File: src/rtl/adxl362_spi_responder_pkg.sv
// Shared constants for the ADXL362 SPI responder: command codes, register
// addresses, soft-reset key, FSM states and sample-formatting helpers.
package adxl362_spi_responder_pkg;

    localparam logic [7:0] CMD_WRITE      = 8'h0A;
    localparam logic [7:0] CMD_READ       = 8'h0B;

    localparam logic [7:0] ADDR_DEVID_AD  = 8'h00;
    localparam logic [7:0] ADDR_DEVID_MST = 8'h01;
    localparam logic [7:0] ADDR_PARTID    = 8'h02;
    localparam logic [7:0] ADDR_XDATA_L   = 8'h0E;
    localparam logic [7:0] ADDR_XDATA_H   = 8'h0F;
    localparam logic [7:0] ADDR_YDATA_L   = 8'h10;
    localparam logic [7:0] ADDR_YDATA_H   = 8'h11;
    localparam logic [7:0] ADDR_ZDATA_L   = 8'h12;
    localparam logic [7:0] ADDR_ZDATA_H   = 8'h13;
    localparam logic [7:0] ADDR_SOFT_RST  = 8'h1F;
    localparam logic [7:0] ADDR_POWER_CTL = 8'h2D;

    localparam logic [7:0] SOFT_RESET_KEY = 8'h52;

    typedef enum logic [2:0] {
        ST_IDLE,
        ST_CMD,
        ST_ADDR,
        ST_WDATA,
        ST_RDATA,
        ST_IGNORE
    } state_t;

    // Low byte of a 12-bit sample register pair.
    function automatic logic [7:0] sample_lo(input logic [11:0] s);
        return s[7:0];
    endfunction

    // High byte: sign-extended top nibble.
    function automatic logic [7:0] sample_hi(input logic [11:0] s);
        return {{4{s[11]}}, s[11:8]};
    endfunction

endpackage

File: src/rtl/adxl362_spi_responder_shifter.sv
// Bit-level SPI engine: 3-bit down counter, MOSI shift-in on rising edges,
// MISO driven from a parallel byte on falling edges.
module adxl362_spi_responder_shifter
    import adxl362_spi_responder_pkg::*;
(
    input  logic       clk_SPI,
    input  logic       reset,
    input  logic       n_CS,
    input  logic       enable,
    input  logic       MOSI,
    input  logic       out_en,
    input  logic [7:0] out_byte,
    output logic       MISO,
    output logic [7:0] byte_in,
    output logic       byte_done
);

    logic [2:0] bit_cnt;
    logic [6:0] shreg;

    // Completed byte includes the bit being sampled on this edge, so the
    // owner can act on it at the same rising edge.
    assign byte_in   = {shreg, MOSI};
    assign byte_done = enable && (bit_cnt == 3'd0);

    // Shift MOSI in while enabled; counter wraps 0 -> 7 for the next byte.
    always_ff @(posedge clk_SPI) begin
        if (!reset || !enable) begin
            bit_cnt <= 3'd7;
            shreg   <= '0;
        end else begin
            shreg   <= byte_in[6:0];
            bit_cnt <= bit_cnt - 3'd1;
        end
    end

    // Present the current bit half a cycle ahead of the initiator's sample.
    always_ff @(negedge clk_SPI) begin
        if (!reset || n_CS || !out_en)
            MISO <= 1'b0;
        else
            MISO <= out_byte[bit_cnt];
    end

endmodule

File: src/rtl/adxl362_spi_responder.sv
// ADXL362 register-file model behind an SPI mode-0 slave: command decode,
// address counter, coherent sample snapshot and read mux.
module adxl362_spi_responder
    import adxl362_spi_responder_pkg::*;
#(
    parameter logic [7:0] DEVID_AD  = 8'hAD,
    parameter logic [7:0] DEVID_MST = 8'h1D,
    parameter logic [7:0] PARTID    = 8'hF2
) (
    input  logic        clk_SPI,
    input  logic        reset,
    input  logic        n_CS,
    input  logic        MOSI,
    output logic        MISO,
    input  logic [11:0] x_sample,
    input  logic [11:0] y_sample,
    input  logic [11:0] z_sample,
    output logic [7:0]  power_ctl,
    output logic        measure_on,
    output logic        cmd_error
);

    state_t      state;
    logic        is_read;
    logic        armed;     // low after a reset taken with n_CS low
    logic [7:0]  addr;
    logic [11:0] sx, sy, sz;
    logic        enable;
    logic        byte_done;
    logic [7:0]  byte_in;
    logic [7:0]  rd_byte;

    assign enable     = !n_CS && armed && (state != ST_IGNORE);
    assign measure_on = (power_ctl[1:0] == 2'b10);

    adxl362_spi_responder_shifter u_shifter (
        .clk_SPI   (clk_SPI),
        .reset     (reset),
        .n_CS      (n_CS),
        .enable    (enable),
        .MOSI      (MOSI),
        .out_en    (state == ST_RDATA),
        .out_byte  (rd_byte),
        .MISO      (MISO),
        .byte_in   (byte_in),
        .byte_done (byte_done)
    );

    // Read map over the shadow samples captured at transaction start.
    always_comb begin
        rd_byte = 8'h00;
        case (addr)
            ADDR_DEVID_AD:  rd_byte = DEVID_AD;
            ADDR_DEVID_MST: rd_byte = DEVID_MST;
            ADDR_PARTID:    rd_byte = PARTID;
            ADDR_XDATA_L:   rd_byte = sample_lo(sx);
            ADDR_XDATA_H:   rd_byte = sample_hi(sx);
            ADDR_YDATA_L:   rd_byte = sample_lo(sy);
            ADDR_YDATA_H:   rd_byte = sample_hi(sy);
            ADDR_ZDATA_L:   rd_byte = sample_lo(sz);
            ADDR_ZDATA_H:   rd_byte = sample_hi(sz);
            ADDR_POWER_CTL: rd_byte = power_ctl;
            default:        rd_byte = 8'h00;
        endcase
    end

    // Transaction FSM, address counter and register writes.
    always_ff @(posedge clk_SPI) begin
        if (!reset) begin
            state     <= ST_IDLE;
            armed     <= n_CS;
            is_read   <= 1'b0;
            addr      <= 8'h00;
            power_ctl <= 8'h00;
            cmd_error <= 1'b0;
            sx        <= '0;
            sy        <= '0;
            sz        <= '0;
        end else begin
            cmd_error <= 1'b0;
            if (n_CS) begin
                state <= ST_IDLE;
                armed <= 1'b1;
            end else if (armed) begin
                case (state)
                    ST_IDLE: begin
                        sx    <= x_sample;
                        sy    <= y_sample;
                        sz    <= z_sample;
                        state <= ST_CMD;
                    end
                    ST_CMD: if (byte_done) begin
                        if (byte_in == CMD_WRITE) begin
                            is_read <= 1'b0;
                            state   <= ST_ADDR;
                        end else if (byte_in == CMD_READ) begin
                            is_read <= 1'b1;
                            state   <= ST_ADDR;
                        end else begin
                            cmd_error <= 1'b1;
                            state     <= ST_IGNORE;
                        end
                    end
                    ST_ADDR: if (byte_done) begin
                        addr  <= byte_in;
                        state <= is_read ? ST_RDATA : ST_WDATA;
                    end
                    ST_WDATA: if (byte_done) begin
                        if (addr == ADDR_POWER_CTL)
                            power_ctl <= byte_in;
                        else if (addr == ADDR_SOFT_RST && byte_in == SOFT_RESET_KEY)
                            power_ctl <= 8'h00;
                        addr <= addr + 8'd1;
                    end
                    ST_RDATA: if (byte_done) addr <= addr + 8'd1;
                    default: ;
                endcase
            end
        end
    end

endmodule

File: config.mk
export PLATFORM = sky130hd
export DESIGN_NAME = adxl362_spi_responder
export DESIGN_NICKNAME = d
export VERILOG_FILES = /design/src/rtl/adxl362_spi_responder_pkg.sv /design/src/rtl/adxl362_spi_responder_shifter.sv /design/src/rtl/adxl362_spi_responder.sv
export SDC_FILE = /design/constraint.sdc
export NUM_CORES = 1
export LEC_CHECK = 0
export CAP_MARGIN = 20
export CORE_MARGIN = 2
export CORE_UTILIZATION = 48
export CTS_CLUSTER_SIZE = 12
export DETAILED_ROUTE_END_ITERATION = 16
export PLACE_DENSITY = 0.75
export SYNTH_ARGS = -nofsm -noshare
export SYNTH_HDL_FRONTEND = slang
export SYNTH_SLANG_ARGS = --single-unit
File: constraint.sdc
create_clock -name clk_SPI -period 2.1 [get_ports clk_SPI]
set_clock_uncertainty 0.05 [all_clocks]
set_input_delay 0.63 -clock clk_SPI [delete_from_list [all_inputs] [get_ports clk_SPI]]
set_output_delay 0.63 -clock clk_SPI [all_outputs]
set_load 0.02 [all_outputs]
==> summary.txt, run 1 <==
Outcome
  • Status: finished with violations
  • Failing checks: setup timing

CTS
  • Clock sink count: 69
  • CTS root buf: clkbuf_8
  • Htree depth: 3
  • Hold buffer count at CTS: 0
  • CTS clock-pin slew for the worst setup and hold paths: 80 ps
  • CTS tree: done
  • CTS buffer count: 9
  • Clk_lat worst skew: 350 ps
  • Clock tree buffer depth: 2

Timing
  • Worst slew pin tran: 439 ps
  • Hold Vio Cnt, Final: 0
  • Hold_ws: 409 ps
  • Setup ws final: -957 ps
  • Max-slew headroom: 0.703
  • Setup violations, final: 2
  • RSZ-0062 raised after global routing: true
  • Max Slew Vio Count: 0

Yosys
  • EDFF count, synth: 1
  • Synth warn: 0
  • Register area share after synthesis: 0.425
  • Mapped cell area: 3280 µm²
  • Syn avg cell area: 7.90 µm²
  • Syn nets: 461
  • Distinct cells, synth: 55
  • Ys async rst share: 0
  • Syn Inst Count: 415
  • Cell taking the most area after synthesis: dfxtp_1
  • Register bit total from synthesis: 69
  • Area share of the largest cell type after synthesis: 0.415
  • Synth Flop Type: dfxtp_1
  • Synth top area cells: dfxtp_1 (42%), nand2_1 (11%), a21oi_1 (9.0%)

GRT
  • Vias in the first global route: 3,215
  • GRT Overall Usage: 0.267
  • Initial antenna violation count: 0
  • Largest net degree at the start of global routing: 37
  • First-pass GRT wire length: 15,500 µm
  • GRT overflow: 0

Placement
  • Dpl hpwl: 7020 µm
  • I/O Buffers: 50
  • Final Wtd Congestion: 0.950
  • Place WS: -1040 ps
  • Placed instance count: 585

Min path
  • Hold Path Origin: sy[6]
  • Hold path depth: 2
  • Hold Path Class: flop to flop
  • Hold Path End: sy[6]

Final layout
  • Final nets: 564
  • Post-layout util: 0.708
  • Layout area overhead: 44.3%
  • Antenna Cells: 0
  • Post-Layout Cell Count: 603
  • Layout cells sized above 1: 0.256

Power
  • Max VDD drop: 0.445 mV
  • Pwr Total: 2.92 mW
  • Leakage power total: 1.81 nW
  • Cell Pwr Density: 616 nW/µm²

Routing
  • Via density: 5.63
  • Drt drc: 0
  • Iter 0 DRT Violations: 130
  • Drt wl/cell: 16.3 µm
  • Vias post-DR: 3,397
  • Drt first pass iters: 5
  • Post-route ant nets: 0
  • Final WL: 9810 µm

Floorplanning
  • Initial Util: 0.490
  • Die Y: 86.6 µm
  • # IOs: 51
  • Horiz. Die Dim: 86.6 µm
  • Row cnt: 30
  • Die area: 7500 µm²
  • Core ar.: 6680 µm²

Setup path
  • CP Capture Type: flop
  • Crit path launch type: flop
  • Req. time, crit path: 1280 ps
  • FF-to-FF End: u_shifter.MISO
  • Critical Path Fanout Max: 5
  • Critical path type: flop to flop
  • Crit path buffers/inverters: 1
  • CP max stage delay: 440 ps
  • Setup slack, reg-to-reg: -960 ps
  • FF-to-FF Start: addr[6]
  • Critical Path, Cell by Cell: or3_4 > nor3_4 > buf_4 > a22oi_1 > and3_4 > a31oi_4 > o211ai_2 > a2111oi_2
  • Worst path arrival time: 2240 ps
  • Delay-heaviest family, CP: simple AND/OR/NAND/NOR gates
  • Slowest CP cell: or3_4
  • Reg2reg path depth: 8

Run
  • Max-Cap Viols: 0
[final cells by class]
type,instances,area [µm²]
Fill cell,549,1950
Multi-Input combinational cell,310,1910
Sequential cell,69,1410
Timing Repair Buffer,117,1050
Clock buffer,11,141
Tap cell,80,100
Clock inverter,6,87.6
Inverter,10,37.5
[placed cells by master, fill, tap and decap left out, drive strengths merged, types with 2 or more instances in the layout]
cell / netlist / final
a21oi: 59 / 59
clkinvlp: 0 / 2
o21a: 2 / 2
a22oi: 20 / 20
o21ai: 17 / 17
a22o: 2 / 2
inv: 11 / 11
nand3: 7 / 7
a31oi: 3 / 3
dlygate4sd2: 0 / 8
nor4b: 2 / 2
or3: 3 / 3
a2111oi: 2 / 2
buf: 5 / 68
nor3: 11 / 11
nor2: 29 / 29
nand3b: 2 / 2
nand2: 97 / 97
a211oi: 5 / 5
and2: 7 / 7
dfxtp: 68 / 68
nor2b: 3 / 3
a221oi: 5 / 5
nand2b: 4 / 4
nand4: 2 / 2
mux2i: 2 / 2
nor4: 2 / 2
clkbuf: 20 / 12
and3: 3 / 3
clkdlybuf4s50: 0 / 39
ha: 6 / 6
bufinv: 0 / 2
[through the flow]
stage	area [µm²]	setup TNS (ps)
floorplan	3300	-915
global placement	4340	-9190
detailed placement	4340	-10730
CTS	4650	-1410
global route	4730	-1930
finish	4730	-1430
[routing by layer]
metal  vias up  track usage  part of all wire
li1       1665            -                 -
met1      1603        0.343              0.43
met2       107        0.436              0.49
met3        22       0.0648             0.048
met4         0       0.0966             0.024
met5         -            0                 0
[synth_stat cells (2+ instances only)]
master and n:
nand4_1 2, o21a_1 2, inv_1 10, and3_1 2, mux2i_1 2, nor3_4 2, a221oi_1 4, a31oi_1 2
a21oi_1 59, o21ai_0 16, nor2_1 29, nor2b_1 3, nand2_1 97, nor3_2 3, nor3_1 6, nand3_1 7
buf_2 4, and2_1 7, a211oi_1 5, nand3b_1 2, nand2b_1 4, ha_1 6, or3_1 2, a22o_1 2
dfxtp_1 68, a22oi_1 20, nor4b_1 2, clkbuf_1 20
[where the power goes]
part	internal, mW	switching, mW
sequential	1.36	0.0351
combinational	0.151	0.138
clock	0.706	0.527
total	2.22	0.700
[how the worst max path moves through the flow]
| stage | startpoint | slack, ps | cells past startpoint | to |
|---|---|---|---|---|
| final | addr[6] | -960 | 8 | u_shifter.MISO |
| after global routing | addr[0] | -1010 | 10 | u_shifter.MISO |
| after CTS | addr[0] | -920 | 8 | u_shifter.MISO |
| after detailed placement | addr[1] | -1040 | 8 | u_shifter.MISO |
| after global placement | addr[1] | -1020 | 8 | u_shifter.MISO |
| after floorplan | addr[1] | -890 | 10 | u_shifter.MISO |
[logic make-up (layout without fill, tap and decap cells)]
kind of cell / Yosys count / count (layout) / synth area share
xor gates and xnor gates: 1 / 1 / 0.00267
buffers and inverters: 36 / 144 / 0.0439
adders and majority gates: 6 / 6 / 0.0229
DFF: 69 / 69 / 0.425
and+or+nand+nor: 178 / 178 / 0.262
AOI/OAI and AO/OA: 123 / 123 / 0.238
muxes: 2 / 2 / 0.00611
[timing repair]
item,4_1_cts,5_1_grt
pin swaps,10,3
setup endpoints to repair,22,22
gates cloned,0,1
endpoints found under the hold margin,0,0
gates resized for setup,40,21
buffers inserted,0,1
[registers in the layout, indices dropped and copies added, names as in the netlist]
| signal | flops |
|---|---|
| is_read | 1 |
| power_ctl | 8 |
| u_shifter.bit_cnt | 3 |
| u_shifter.MISO | 1 |
| armed | 1 |
| sx | 12 |
| sz | 12 |
| state | 3 |
| sy | 12 |
| addr | 8 |
| cmd_error | 1 |
| u_shifter.shreg | 7 |
[worst min-delay path: cells and delay by family, from the launching register on]
| kind | cells | cell delay, ps |
|---|---|---|
| simple gates | 1 | 50 |
| flops | 1 | 310 |
| compound gates | 1 | 50 |
(Power assumes the default switching activity.)
==> inputs of run 2 (changes only) <==
CORE_ASPECT_RATIO = 1.1   (was not set)
REMOVE_ABC_BUFFERS = 1   (was not set)
==> run 2 against run 1 <==
  * Critical path type unchanged
  * Clock power fell by 20%
  * First-iteration DRC count rose by 37%
  * Die area barely moved
  * Combinational power fell by 2%
  * The flow still finishes with violations (setup timing)
  * Non-clock buffer count fell by 1
  * Largest power group unchanged
  * Final cell count rose by 0.17%
==> summary.txt, run 2 (synthesized netlist as in run 1, its figures left out) <==
Floorplanning
  • Core ar.: 6590 µm² (was 6680 µm²)
  • Initial Util: 0.497 (was 0.490)
  • Horiz. Die Dim: 82.8 µm (was 86.6 µm)
  • # IOs: 51 (unchanged)
  • Die Y: 90.7 µm (was 86.6 µm)
  • Row cnt: 31 (was 30)
  • Die area: 7500 µm² (about the same)

CTS
  • Setup bufs post-CTS: 0 (unchanged)
  • CTS tree: done (unchanged)
  • CTS buffer count: 9 (unchanged)
  • CTS clock-pin slew for the worst setup and hold paths: 80 ps (about the same)
  • CTS root buf: clkbuf_8 (unchanged)
  • Htree depth: 3 (unchanged)
  • Hold buffer count at CTS: 0 (unchanged)
  • Clock sink count: 69 (unchanged)
  • Clk_lat worst skew: 350 ps (about the same)
  • Clock tree buffer depth: 2 (unchanged)

Setup path
  • Worst path arrival time: 2240 ps (about the same)
  • Slowest CP cell: or3_4 (unchanged)
  • Crit path buffers/inverters: 0 (was 1)
  • CP max stage delay: 440 ps (about the same)
  • Req. time, crit path: 1280 ps (about the same)
  • Critical Path Fanout Max: 4 (was 5)
  • Delay-heaviest family, CP: simple AND/OR/NAND/NOR gates (unchanged)
  • CP Capture Type: flop (unchanged)
  • FF-to-FF Start: addr[5] (was addr[6])
  • Reg2reg path depth: 7 (was 8)
  • Critical path type: flop to flop (unchanged)
  • Crit path launch type: flop (unchanged)
  • FF-to-FF End: u_shifter.MISO (unchanged)
  • Setup slack, reg-to-reg: -950 ps (was -960 ps)
  • Critical Path, Cell by Cell: or3_4 > nor3_4 > a221oi_2 > and3_4 > a31oi_4 > o211ai_2 > a2111oi_2 (was or3_4 > nor3_4 > buf_4 > a22oi_1 > and3_4 > a31oi_4 > o211ai_2 > a2111oi_2)

Placement
  • Dpl hpwl: 6890 µm (was 7020 µm)
  • I/O Buffers: 50 (unchanged)
  • Place WS: -1050 ps (was -1040 ps)
  • Final Wtd Congestion: 0.895 (was 0.950)

Timing
  • Max Slew Vio Count: 0 (unchanged)
  • Max-slew headroom: 0.667 (was 0.703)
  • RSZ-0062 raised after global routing: true (unchanged)
  • Setup ws final: -954 ps (was -957 ps)
  • Worst slew pin tran: 492 ps (was 439 ps)
  • Setup violations, final: 3 (was 2)
  • Hold Vio Cnt, Final: 0 (unchanged)

Final layout
  • Commonest non-fill, non-tap cell in the layout: nand2_1 (unchanged)
  • Fillers: 570 (was 549)
  • Commonest cells after routing, fill and taps aside: nand2_1 (97), dfxtp_1 (66), a21oi_1 (59), buf_4 (59), clkdlybuf4s50_1 (40) (was nand2_1 (96), dfxtp_1 (60), buf_4 (60))
  • Antenna Cells: 0 (unchanged)
  • Layout area overhead: 40.8% (was 44.3%)
  • Final nets: 563 (was 564)
  • Biggest registers after layout: sx: 12 flops, sy: 12 flops, sz: 12 flops (unchanged)
  • Post-layout util: 0.700 (was 0.708)
  • Layout cells sized above 1: 0.232 (was 0.256)

Power
  • Cell Pwr Density: 577 nW/µm² (was 616 nW/µm²)
  • Leakage power total: 1.79 nW (was 1.81 nW)
  • Max VDD drop: 0.434 mV (was 0.445 mV)

GRT
  • Met1 Usage GRT: 0.346 (was 0.343)
  • GRT Overall Usage: 0.267 (about the same)
  • First-pass GRT wire length: 15,300 µm (was 15,500 µm)
  • Vias in the first global route: 3,200 (was 3,215)
  • M2 GR Usage: 0.429 (was 0.436)
  • Initial antenna violation count: 0 (unchanged)
  • Met3 Use GR: 0.0480 (was 0.0648)
  • GRT overflow: 0 (unchanged)
  • Largest net degree at the start of global routing: 37 (unchanged)
  • Most Crowded Layer GR: met2 (unchanged)

Min path
  • Hold path depth: 2 (unchanged)
  • Hold Path Class: flop to flop (unchanged)
  • Hold Path End: sz[10] (was sy[6])
  • Hold Path Origin: sz[10] (was sy[6])

Routing
  • Drt drc: 0 (unchanged)
  • Drt first pass iters: 5 (unchanged)
  • Final WL: 9400 µm (was 9810 µm)
  • Drt wl/cell: 15.6 µm (was 16.3 µm)
  • Via density: 5.55 (was 5.63)
  • Iter 0 DRT Violations: 178 (was 130)
  • Vias post-DR: 3,353 (was 3,397)
  • Post-route ant nets: 0 (unchanged)

Outcome
  • Status: finished with violations (unchanged)
  • Failing checks: setup timing (unchanged)

Run
  • Max-Cap Viols: 0 (unchanged)
run 2: cell count changes in the layout (fill, tap and decap cells not counted), sizes merged:
cell,delta
clkdlybuf4s50,+1
clkbuf,-2
clkinv,+3
inv,+1
dlymetal6s2s,+1
buf,-2
bufinv,-2
dlygate4sd2,-1
run 2: worst min-delay path, cell delays in order (launching register included):
cell and delay (ps):
dfxtp_1 320, nand2_1 50, a21oi_1 50
run 2: final cells by class:
cell class / count / area (µm²) / share of cell area
multi-input combinational: 310 / 1850 / 0.401
sequential: 69 / 1390 / 0.302
timing repair buffer: 116 / 1050 / 0.228
clock buffer: 9 / 124 / 0.0269
tap: 82 / 103 / 0.0222
clock inverter: 8 / 55.1 / 0.0119
inverter: 10 / 37.5 / 0.00814
run 2: repair_timing:
action                     in CTS  in global routing
gates resized for setup        25                 21
pin swaps                       4                  3
setup endpoints to repair      22                 20
cloned                          1                  0
run 2: metal layers:
layer / vias to the layer above / wire length (µm)
met5: - / 0
met4: 0 / 282
met3: 24 / 481
met2: 111 / 4570
met1: 1557 / 4070
li1: 1661 / -
run 2: worst max-delay path by stage:
stage,from,endpoint,slack [ps],depth (start not counted)
after detailed placement,addr[0],u_shifter.MISO,-1050,9
after global routing,addr[0],u_shifter.MISO,-1050,9
after global placement,addr[0],u_shifter.MISO,-980,9
after floorplan,addr[0],u_shifter.MISO,-1100,9
final,addr[5],u_shifter.MISO,-950,7
after CTS,addr[5],u_shifter.MISO,-940,8
run 2: through the flow:
step | setup TNS, ps | cell area, µm² | instances | power, mW | hold slack [ps]
final | -1410 | 4610 | 604 | 2.66 | 412
after global routing | -2190 | 4610 | 604 | 2.76 | 434
after CTS | -1660 | 4540 | 604 | 2.67 | 413
after detailed placement | -10570 | 4320 | 587 | 1.71 | 402
after global placement | -9230 | 4320 | 587 | 1.71 | 394
after floorplan | -16790 | 3170 | 390 | 1.54 | 370
run 2: report_power, final:
part           internal [mW]  switching [mW]  total [mW]  leakage [nW]
logic                  0.150           0.134       0.284          1.13
clock network          0.434           0.550       0.984        0.0909
registers               1.36          0.0341        1.39         0.563
